**config.mk**
```make
export PLATFORM = sky130hd
export DESIGN_NAME = pci_rr_arbiter
export DESIGN_NICKNAME = d
export VERILOG_FILES = /design/src/rtl/pci_rr_arbiter_pkg.sv /design/src/rtl/pci_rr_pick.sv /design/src/rtl/pci_rr_arbiter.sv
export SDC_FILE = /design/constraint.sdc
export NUM_CORES = 1
export LEC_CHECK = 0
export ABC_AREA = 1
export CAP_MARGIN = 10
export CORE_ASPECT_RATIO = 0.5
export CORE_MARGIN = 1.5
export CORE_UTILIZATION = 55
export CTS_BUF_LIST = sky130_fd_sc_hd__clkbuf_8
export CTS_CLUSTER_DIAMETER = 120
export DETAILED_ROUTE_END_ITERATION = 10
export HOLD_SLACK_MARGIN = 0.03
export PLACE_DENSITY = 0.78
export RECOVER_POWER = 50
export SLEW_MARGIN = 20
export SYNTH_ARGS = -nofsm -noshare
export SYNTH_HDL_FRONTEND = slang
export SYNTH_HIERARCHICAL = 1
export SYNTH_SLANG_ARGS = --single-unit
```
**constraint.sdc**
```tcl
create_clock -name clk -period 4.1 [get_ports clk]
set_clock_uncertainty 0.15 [all_clocks]
set_input_delay 0.615 -clock clk [delete_from_list [all_inputs] [get_ports clk]]
set_output_delay 0.615 -clock clk [all_outputs]
set_load 0.05 [all_outputs]
```
**src/rtl/pci_rr_arbiter_pkg.sv**
```systemverilog
// Shared types and default constants for the PCI round-robin arbiter.
package pci_rr_arbiter_pkg;

  typedef enum logic [1:0] {
    ST_IDLE  = 2'd0,
    ST_GRANT = 2'd1,
    ST_BUSY  = 2'd2,
    ST_PARK  = 2'd3
  } arb_state_e;

  localparam int unsigned DEF_NUM_MASTERS = 5;
  localparam int unsigned DEF_GNT_TIMEOUT = 16;
  localparam int unsigned DEF_PARK_MASTER = 0;
  localparam int unsigned MAX_MASTERS     = 8;
  localparam int unsigned IDX_W           = 3;

  // One-hot vector for a master index, sized for the largest legal bus.
  function automatic logic [MAX_MASTERS-1:0] idx_onehot(input logic [IDX_W-1:0] idx);
    idx_onehot = MAX_MASTERS'(1) << idx;
  endfunction

endpackage

```
**src/rtl/pci_rr_pick.sv**
```systemverilog
// Combinational round-robin selector: first requester after last_owner, wrapping.
module pci_rr_pick
  import pci_rr_arbiter_pkg::*;
#(
  parameter int unsigned NUM_MASTERS = DEF_NUM_MASTERS
) (
  input  logic [NUM_MASTERS-1:0] req,
  input  logic [IDX_W-1:0]       last_owner,
  output logic [IDX_W-1:0]       winner,
  output logic                   valid
);

  logic [MAX_MASTERS-1:0] req_pad;
  logic [IDX_W-1:0]       idx;

  // Scan from last_owner+1 around the ring; the first active request wins.
  always_comb begin
    req_pad                  = '0;
    req_pad[NUM_MASTERS-1:0] = req;
    idx                      = '0;
    winner                   = '0;
    valid                    = 1'b0;
    for (int unsigned i = 1; i <= NUM_MASTERS; i++) begin
      idx = IDX_W'((32'(last_owner) + i) % NUM_MASTERS);
      if (!valid && req_pad[idx]) begin
        winner = idx;
        valid  = 1'b1;
      end
    end
  end

endmodule

```
**src/rtl/pci_rr_arbiter.sv**
```systemverilog
// PCI bus arbiter: round-robin grants, bus parking and grant timeout.
module pci_rr_arbiter
  import pci_rr_arbiter_pkg::*;
#(
  parameter int unsigned NUM_MASTERS = DEF_NUM_MASTERS,
  parameter int unsigned GNT_TIMEOUT = DEF_GNT_TIMEOUT,
  parameter int unsigned PARK_MASTER = DEF_PARK_MASTER
) (
  input  logic                   clk,
  input  logic                   rst,
  input  logic [NUM_MASTERS-1:0] req_n,
  input  logic                   frame_n,
  input  logic                   irdy_n,
  output logic [NUM_MASTERS-1:0] gnt_n,
  output logic [2:0]             owner,
  output logic                   bus_busy,
  output logic                   timeout_pulse
);

  localparam int unsigned      CNT_W    = (GNT_TIMEOUT > 1) ? $clog2(GNT_TIMEOUT) : 1;
  localparam logic [CNT_W-1:0] CNT_MAX  = CNT_W'((GNT_TIMEOUT > 0) ? GNT_TIMEOUT - 1 : 0);
  localparam logic [IDX_W-1:0] PARK_IDX = IDX_W'(PARK_MASTER);
  localparam logic [IDX_W-1:0] LAST_IDX = IDX_W'(NUM_MASTERS - 1);

  arb_state_e             state_q, state_d;
  logic [NUM_MASTERS-1:0] gnt_d;
  logic [IDX_W-1:0]       owner_d;
  logic [IDX_W-1:0]       last_q, last_d;
  logic [IDX_W-1:0]       win_q, win_d;
  logic [IDX_W-1:0]       pick_win;
  logic                   pick_valid;
  logic [CNT_W-1:0]       cnt_q, cnt_d;
  logic                   tp_d;
  logic                   bus_idle;
  logic                   other_req;
  logic [MAX_MASTERS-1:0] req_pad;
  logic [MAX_MASTERS-1:0] own_mask;

  // Active-low grant vector selecting a single master.
  function automatic logic [NUM_MASTERS-1:0] grant_vec(input logic [IDX_W-1:0] idx);
    logic [MAX_MASTERS-1:0] oh;
    oh = idx_onehot(idx);
    return ~oh[NUM_MASTERS-1:0];
  endfunction

  assign bus_idle = frame_n & irdy_n;

  // Requests padded to the full index range (absent masters read as not requesting).
  always_comb begin
    req_pad                  = '1;
    req_pad[NUM_MASTERS-1:0] = req_n;
    own_mask                 = idx_onehot(owner);
    other_req                = |(~req_pad & ~own_mask);
  end

  // Round-robin pointer is kept apart from owner so a timed-out master can be skipped.
  pci_rr_pick #(
    .NUM_MASTERS(NUM_MASTERS)
  ) u_pick (
    .req        (~req_n),
    .last_owner (last_q),
    .winner     (pick_win),
    .valid      (pick_valid)
  );

  // Next-state and next-output logic.
  always_comb begin
    state_d = state_q;
    gnt_d   = gnt_n;
    owner_d = owner;
    last_d  = last_q;
    win_d   = win_q;
    cnt_d   = cnt_q;
    tp_d    = 1'b0;
    case (state_q)
      ST_IDLE: begin
        gnt_d = '1;
        if (bus_idle) begin
          if (pick_valid) begin
            state_d = ST_GRANT;
            win_d   = pick_win;
            gnt_d   = grant_vec(pick_win);
            cnt_d   = '0;
          end else begin
            state_d = ST_PARK;
            gnt_d   = grant_vec(PARK_IDX);
          end
        end
      end
      ST_PARK: begin
        if (!frame_n) begin
          state_d = ST_BUSY;
          owner_d = PARK_IDX;
          last_d  = PARK_IDX;
        end else if (!req_pad[PARK_IDX]) begin
          // Parked master already holds the grant, so no dead cycle is needed.
          state_d = ST_GRANT;
          win_d   = PARK_IDX;
          cnt_d   = '0;
        end else if (|(~req_pad)) begin
          state_d = ST_IDLE;
          gnt_d   = '1;
        end
      end
      ST_GRANT: begin
        if (!frame_n) begin
          state_d = ST_BUSY;
          owner_d = win_q;
          last_d  = win_q;
        end else if (req_pad[win_q]) begin
          state_d = ST_IDLE;
          gnt_d   = '1;
        end else if (cnt_q == CNT_MAX) begin
          state_d = ST_IDLE;
          gnt_d   = '1;
          tp_d    = 1'b1;
          last_d  = win_q;
        end else if (bus_idle) begin
          cnt_d = cnt_q + CNT_W'(1);
        end
      end
      ST_BUSY: begin
        if (bus_idle) begin
          state_d = ST_IDLE;
          gnt_d   = '1;
        end else if (other_req || req_pad[owner]) begin
          // Once dropped the grant stays off until the transaction ends.
          gnt_d = '1;
        end
      end
      default: begin
        state_d = ST_IDLE;
        gnt_d   = '1;
      end
    endcase
  end

  // State and registered outputs; synchronous reset wins over every transition.
  always_ff @(posedge clk) begin
    if (rst) begin
      state_q       <= ST_IDLE;
      gnt_n         <= '1;
      owner         <= LAST_IDX;
      last_q        <= LAST_IDX;
      win_q         <= '0;
      cnt_q         <= '0;
      timeout_pulse <= 1'b0;
      bus_busy      <= 1'b0;
    end else begin
      state_q       <= state_d;
      gnt_n         <= gnt_d;
      owner         <= owner_d;
      last_q        <= last_d;
      win_q         <= win_d;
      cnt_q         <= cnt_d;
      timeout_pulse <= tp_d;
      bus_busy      <= (state_d == ST_BUSY);
    end
  end

endmodule

```
# Yosys cells after proc, flatten, opt, wreduce, memory -nomap -nowiden
# Cells that the tools add are included.
[word_totals]
ff_bits = 22
latchBits = 0
out_inout_bits = 10
word_cells = 145
romBits = 0
ramBits = 0
input_bits = 9
mem_count = 0
[classes]
n_eq_ne = 21
n_addsub = 6
reduce_logical = 21
n_shift = 2
n_lt_le_gt_ge = 7
n_mul = 0
n_div = 5
mux = 67
bitwise = 8
[op_table]
columns = ["op", "n"]
rows = [
  ["$mod A32 B3 Y32 const B", 5],
  ["$mux W5", 10],
  ["$mux W3", 14],
  ["$mux W4", 8],
  ["$lt A3 B4 Y1 const B", 7],
  ["$ne A2 B2 Y1 const B", 12],
  ["$bmux W1 S3", 7],
  ["$pmux W5 S4", 1],
  ["$mux W2", 9],
  ["$pmux W3 S2", 3],
  ["$not A8 Y8", 2],
  ["$reduce_or A8 Y1", 2],
  ["$mux W1", 13],
  ["$ne A3 B3 Y1 const B", 4],
  ["$pmux W4 S3", 1],
  ["$not A5 Y5", 2],
  ["$reduce_and A9 Y1", 1],
  ["$add A3 B2 Y4 const B", 2],
  ["$add A3 B3 Y4 const B", 2],
  ["$and A8 B8 Y8", 1],
  ["$pmux W2 S4", 1],
  ["$shl A1 B3 Y8 const A", 1],
  ["$eq A2 B2 Y1 const B", 3],
  ["$reduce_and A6 Y1", 1],
  ["17 further kinds", 25],
]

# Logic depth before layout (Yosys ltp)
[depth]
word_depth = 22
depth_mapped = 33
mapped_depth_nobuf = 31

# Modules after synthesis
# Netlist, hierarchy kept.
[by_module_without_submodules]
columns = ["module", "n_inst", "area_each_um2", "cells_each", "seq_area_each_um2"]
rows = [
  ["pci_rr_pick", 1, 1641.6, 290, 0.0],
  ["pci_rr_arbiter", 1, 1266.2, 194, 440.4],
]

# Worst setup path before layout
# Ideal clock, no wire load.
[synth_path]
path_kind = "register -> register"
startpoint = "reg last_q[0]"
endpoint = "reg gnt_n[1]"
path_stages_with_launch = 28
n_path_buf = 3
required_ns = 3.820
path_slack_ns = 0.158
setup_time_ns = 0.130
arrival_ns = 3.662
path_cell_list = "dfxtp_1 buf_4 buf_2 inv_1 ha_1 buf_2 nand4_2 nand3_1 o21a_1 ha_1 inv_1 or2_2 nand3_2 nand2_2 nand2_2 nand2_1 nand2_1 nand3_1 nand2_1 nand2_2 nand2_4 nand3_1 nand2_1 nand3_1 nor3_2 nand3_1 nand2_1 nand3_1"
[synth_via]
elab_chain_cells = 22
word_cells_on_any_way = 43
classes_between = "add/sub (5); div (5); shift (1); mux (23); bitwise (1); reduce/logical (8)"
[synth_rtl]
columns = ["item", "line", "rtl"]
rows = [
  ["start: declaration", "pci_rr_arbiter.sv:28", "logic [IDX_W-1:0] last_q, last_d;"],
  ["start signal: assignment", "pci_rr_arbiter.sv:153", "last_q <= last_d;"],
  ["$add A3 B1 Y4", "pci_rr_pick.sv:24", "idx = IDX_W'((32'(last_owner) + i) % NUM_MASTERS);"],
  ["$mod A32 B3 Y32", "pci_rr_pick.sv:24", ""],
  ["$bmux W1 S3", "pci_rr_pick.sv:25", "if (!valid && req_pad[idx]) begin"],
  ["$mux W1 (implied by the code)", "pci_rr_pick.sv:25", ""],
  ["$mux W1", "pci_rr_pick.sv:25", ""],
  ["$logic_not A1 Y1", "pci_rr_pick.sv:25", ""],
  ["$logic_and A1 B1 Y1", "pci_rr_pick.sv:25", ""],
  ["$mux W1", "pci_rr_pick.sv:25", ""],
  ["(+7 left out)", "n/a", ""],
  ["$logic_and A1 B1 Y1", "pci_rr_pick.sv:25", ""],
  ["$mux W3 *", "pci_rr_pick.sv:25", ""],
  ["via pick_win[2]", "pci_rr_arbiter.sv:30", "logic [IDX_W-1:0] pick_win;"],
  ["$shl A1 B3 Y5 *", "pci_rr_arbiter_pkg.sv:19", "idx_onehot = MAX_MASTERS'(1) << idx;"],
  ["$not A5 Y5 *", "pci_rr_arbiter.sv:43", "return ~oh[NUM_MASTERS-1:0];"],
  ["$mux W5 *", "pci_rr_arbiter.sv:79", "if (pick_valid) begin"],
  ["$mux W5 *", "pci_rr_arbiter.sv:78", "if (bus_idle) begin"],
  ["$pmux W5 S4 *", "pci_rr_arbiter.sv:75", "case (state_q)"],
  ["end signal: assignment", "pci_rr_arbiter.sv:151", "gnt_n <= gnt_d;"],
  ["end: declaration", "pci_rr_arbiter.sv:14", "output logic [NUM_MASTERS-1:0] gnt_n,"],
]
# Mark *: on every way through the listed nets, which the timed path passes. The rest lies on a longest branch. The select of a mux whose other input is x is not followed.
# A chain may end at the register's enable or synchronous reset.

# Final worst setup path
[layout_path]
startpoint = "reg last_q[1]"
endpoint = "reg win_q[0]"
[layout_via]
word_cells_on_any_way = 43
classes_between = "add/sub (5); div (5); eq/ne (1); mux (23); reduce/logical (9)"
[layout_lines]
columns = ["item", "line", "rtl"]
rows = [
  ["$add A3 B1 Y4", "pci_rr_pick.sv:24", ""],
  ["$mod A32 B3 Y32", "pci_rr_pick.sv:24", ""],
  ["$bmux W1 S3", "pci_rr_pick.sv:25", ""],
  ["$mux W1 (implied by the code)", "pci_rr_pick.sv:25", ""],
  ["$mux W1", "pci_rr_pick.sv:25", ""],
  ["$logic_not A1 Y1", "pci_rr_pick.sv:25", ""],
  ["$logic_and A1 B1 Y1", "pci_rr_pick.sv:25", ""],
  ["$mux W1", "pci_rr_pick.sv:25", ""],
  ["(+4 left out)", "n/a", ""],
  ["$logic_and A1 B1 Y1", "pci_rr_pick.sv:25", ""],
  ["$mux W1", "pci_rr_pick.sv:25", ""],
  ["$logic_not A1 Y1", "pci_rr_pick.sv:25", ""],
  ["$logic_and A1 B1 Y1", "pci_rr_pick.sv:25", ""],
  ["$mux W1 *", "pci_rr_pick.sv:25", ""],
  ["via pick_valid", "pci_rr_arbiter.sv:31", "logic pick_valid;"],
  ["$ne A2 B2 Y1 (no line) *", "n/a", ""],
  ["$reduce_and A5 Y1 (no line) *", "n/a", ""],
  ["end signal: assignment", "pci_rr_arbiter.sv:154", "win_q <= win_d;"],
  ["end: declaration", "pci_rr_arbiter.sv:29", "logic [IDX_W-1:0] win_q, win_d;"],
]
# Marks and branches as above.

==> metrics.txt <==
status=complete, no violations; Clk pwr share=0.138; Detail Placement HPWL=5350 um; Main synth FF type=dfxtp_1; CP top delay family=simple AND/OR/NAND/NOR gates; data arrival time of the critical path=3.89 ns; grt ovf=0; Seq/Total Area, Yosys=0.151; GPL Wtd Cong=0.907; Seq pwr share=0.253; DRT Pass-1 Iters=5; Slew Viols, Final=0; power density cells=293 mW/mm^2; switching share of power=0.488; row cnt=18; worst path required time=4.14 ns; largest net degree at the start of global routing=16; Worst Tran Pin Value=0.509 ns; P_leak=1.69 nW; number of H-tree levels=1; Buf/Inv on CP=4; Core ar.=0.00500 sq mm; antenna-violating nets left=0; Core Util, Final=0.666; Die ar.=0.00576 sq mm; Crit. End Element=flip-flop; slowest stage delay, CP=0.36 ns; Placed Area=0.00318 sq mm; Initial Utilization=0.582; Hold Crit Class=flip-flop to flip-flop; Critical Path Fanout Max=7; wire length on met3=389 um; Cells after DPL=571; first-pass GRT wire length=11400 um; Setup CP Type=flip-flop to flip-flop; CP Cell Sequence=inv_2, ha_1, nand2_2, nand3_2, xor2_1, inv_1, ha_1, inv_1, or2_2, nand3_2, nand2_1, nand2_1, nand2_1, o21ai_0, nor2_1, inv_1, nand3_4, nor2_8, nand4_1, o22ai_2, nor2_2, o21ai_2, o21ai_0, a21oi_1; Layout area overhead=14.6%; Met2 Wirelength=3030 um; clk slew on worst S/H paths=0.08 ns; routed vias=3035; NumNets Final=542; Chip Width=106 um; final wirelength=6780 um; Max Freq=260 MHz; 1st-iter DRT viols=156; Clk Latency, worst-skew pair=0.26 ns; post-route insts no fill=576; via/cell ratio=5.27; peak supply drop=251 uV; CTS sink cnt=22; Post-synth EDFFs=0; Clock Tree Buf Depth=2; Final Instance Area=0.00333 sq mm; pre-CTS setup slack=0.0799 ns; PnR worst setup slack=0.250 ns; ANT cells=0; Power Total=0.978 mW; Setup crit start kind=flip-flop; I/O pin total=19; input/output buffers=18; library cells used by synthesis=38; area of the mapped netlist=0.00291 sq mm; Hold Fails Final Rpt=0; top routing layer in use=met4; clock root cell=clkbuf_8; crit share post-route=0.939; Final min period=3.85 ns; Final setup viols=0; Wirelength per Cell=11.8 um; Rel. slew slack=0.659; maxcap violations=0; cells after synthesis=484; GRT Resource Usage Total=0.244; Pint=0.501 mW; initial antenna violation count=0; met1 WL=3330 um; Mapped Avg Cell Area=6.01 sq um; asr flop ratio synth=0; FILL cells=477; share of cells above drive strength 1=0.178; drt drc=0; total CTS buffers=3; Psw=0.477 mW; vias in the first global route=2566; crit path max-delay cell type=ha_1; Comb power frac=0.609; Ys Warns=6; Syn Nets=518; Die Ht=54.4 um; CTS tree=done; Seq cells post-synth=22
-- path summary, 6_finish.rpt --
path	start	to	slack [ns]	cells past startpoint
min reg2reg	gnt_n[2]	gnt_n[2]	0.33	2
max	last_q[1]	win_q[0]	0.25	24
min	gnt_n[2]	gnt_n[2]	0.33	2
max reg2reg	last_q[1]	win_q[0]	0.25	24
-- state kept, by name, summed over array words and instances (netlist names) --
register,count
bus_busy,1
cnt_q,4
gnt_n,5
last_q,3
owner,3
state_q,2
timeout_pulse,1
win_q,3
-- placed cells by master (no fill, tap or decap), drive strengths merged, types with 5 or more instances in the layout --
master	instances
xor2	5
nand4	10
inv	75
buf	7
dfxtp	22
clkdlybuf4s50	9
nor2	40
nand2	151
ha	25
dlygate4sd3	9
a21oi	15
nand3	84
o21ai	29
-- cells by family (layout without fill, tap and decap cells) --
logic type,count (synthesis),in the layout,share of synthesized area
AOI/OAI and AO/OA,52,52,0.102
xor gates and xnor gates,6,6,0.0181
DFF,22,22,0.151
buffers and inverters,83,105,0.110
adders and majority gates,25,25,0.108
and+or+nand+nor,296,296,0.511
-- worst min-delay path, delay by kind of cell, from the launching register on --
| family | cells | cell delay (ns) |
|---|---|---|
| AO/OA/AOI/OAI | 1 | 0.06 |
| AND/OR/NAND/NOR | 1 | 0.06 |
| flip-flops | 1 | 0.31 |
-- stage by stage --
| stage | hold WS, ns | setup TNS (ns) |
|---|---|---|
| floorplan | 0.328 | 0 |
| global placement | 0.317 | 0 |
| detailed placement | 0.321 | 0 |
| CTS | 0.332 | 0 |
| global route | 0.361 | -0.0512 |
| finish | 0.329 | 0 |
-- timing repair --
| item | 4_1_cts | 5_1_grt |
|---|---|---|
| setup buffers | 0 | 2 |
| hold buffers | 0 | 0 |
| setup endpoints to repair | 0 | 12 |
| gates resized for setup | 0 | 24 |
-- synthesized netlist by cell type (all sizes together) (2+ instances only) --
| cell | instances | area (sq um) |
|---|---|---|
| buf | 3 | 17.5 |
| nand3b | 4 | 30.0 |
| o211ai | 3 | 22.5 |
| clkbuf | 3 | 11.3 |
| dfxtp | 22 | 440 |
| xor2 | 5 | 43.8 |
| nand2 | 151 | 652 |
| nor3 | 3 | 20.0 |
| ha | 25 | 313 |
| nor2 | 40 | 228 |
| inv | 75 | 284 |
| clkinv | 2 | 7.51 |
| a21oi | 15 | 78.8 |
| or2 | 4 | 25.0 |
| nand3 | 84 | 463 |
| o21ai | 29 | 153 |
| nand4 | 10 | 68.8 |
-- power groups by stage --
stage | registers [mW] | clock network (mW) | logic (mW)
2_1_floorplan | 0.276 | 0 | 0.421
3_3_place_gp | 0.252 | 0 | 0.551
3_5_place_dp | 0.252 | 0 | 0.557
4_1_cts | 0.247 | 0.138 | 0.560
5_1_grt | 0.249 | 0.148 | 0.669
6_report | 0.248 | 0.135 | 0.595
-- routing by layer --
layer | track usage | vias up
li1 | - | 1609
met2 | 0.456 | 76
met3 | 0.0274 | 4
met4 | 0.0293 | 0
met5 | 0 | -
met1 | 0.320 | 1346
-- area by class of cell --
class,instances,area (sq um),area share
inverters,77,292,0.0875
flip-flops and latches,22,447,0.134
repair buffers,25,236,0.0710
clock buffers,3,41.3,0.0124
well taps,70,87.6,0.0263
multi-input cells,379,2230,0.669
No activity file was read; power rests on OpenSTA's default activity.
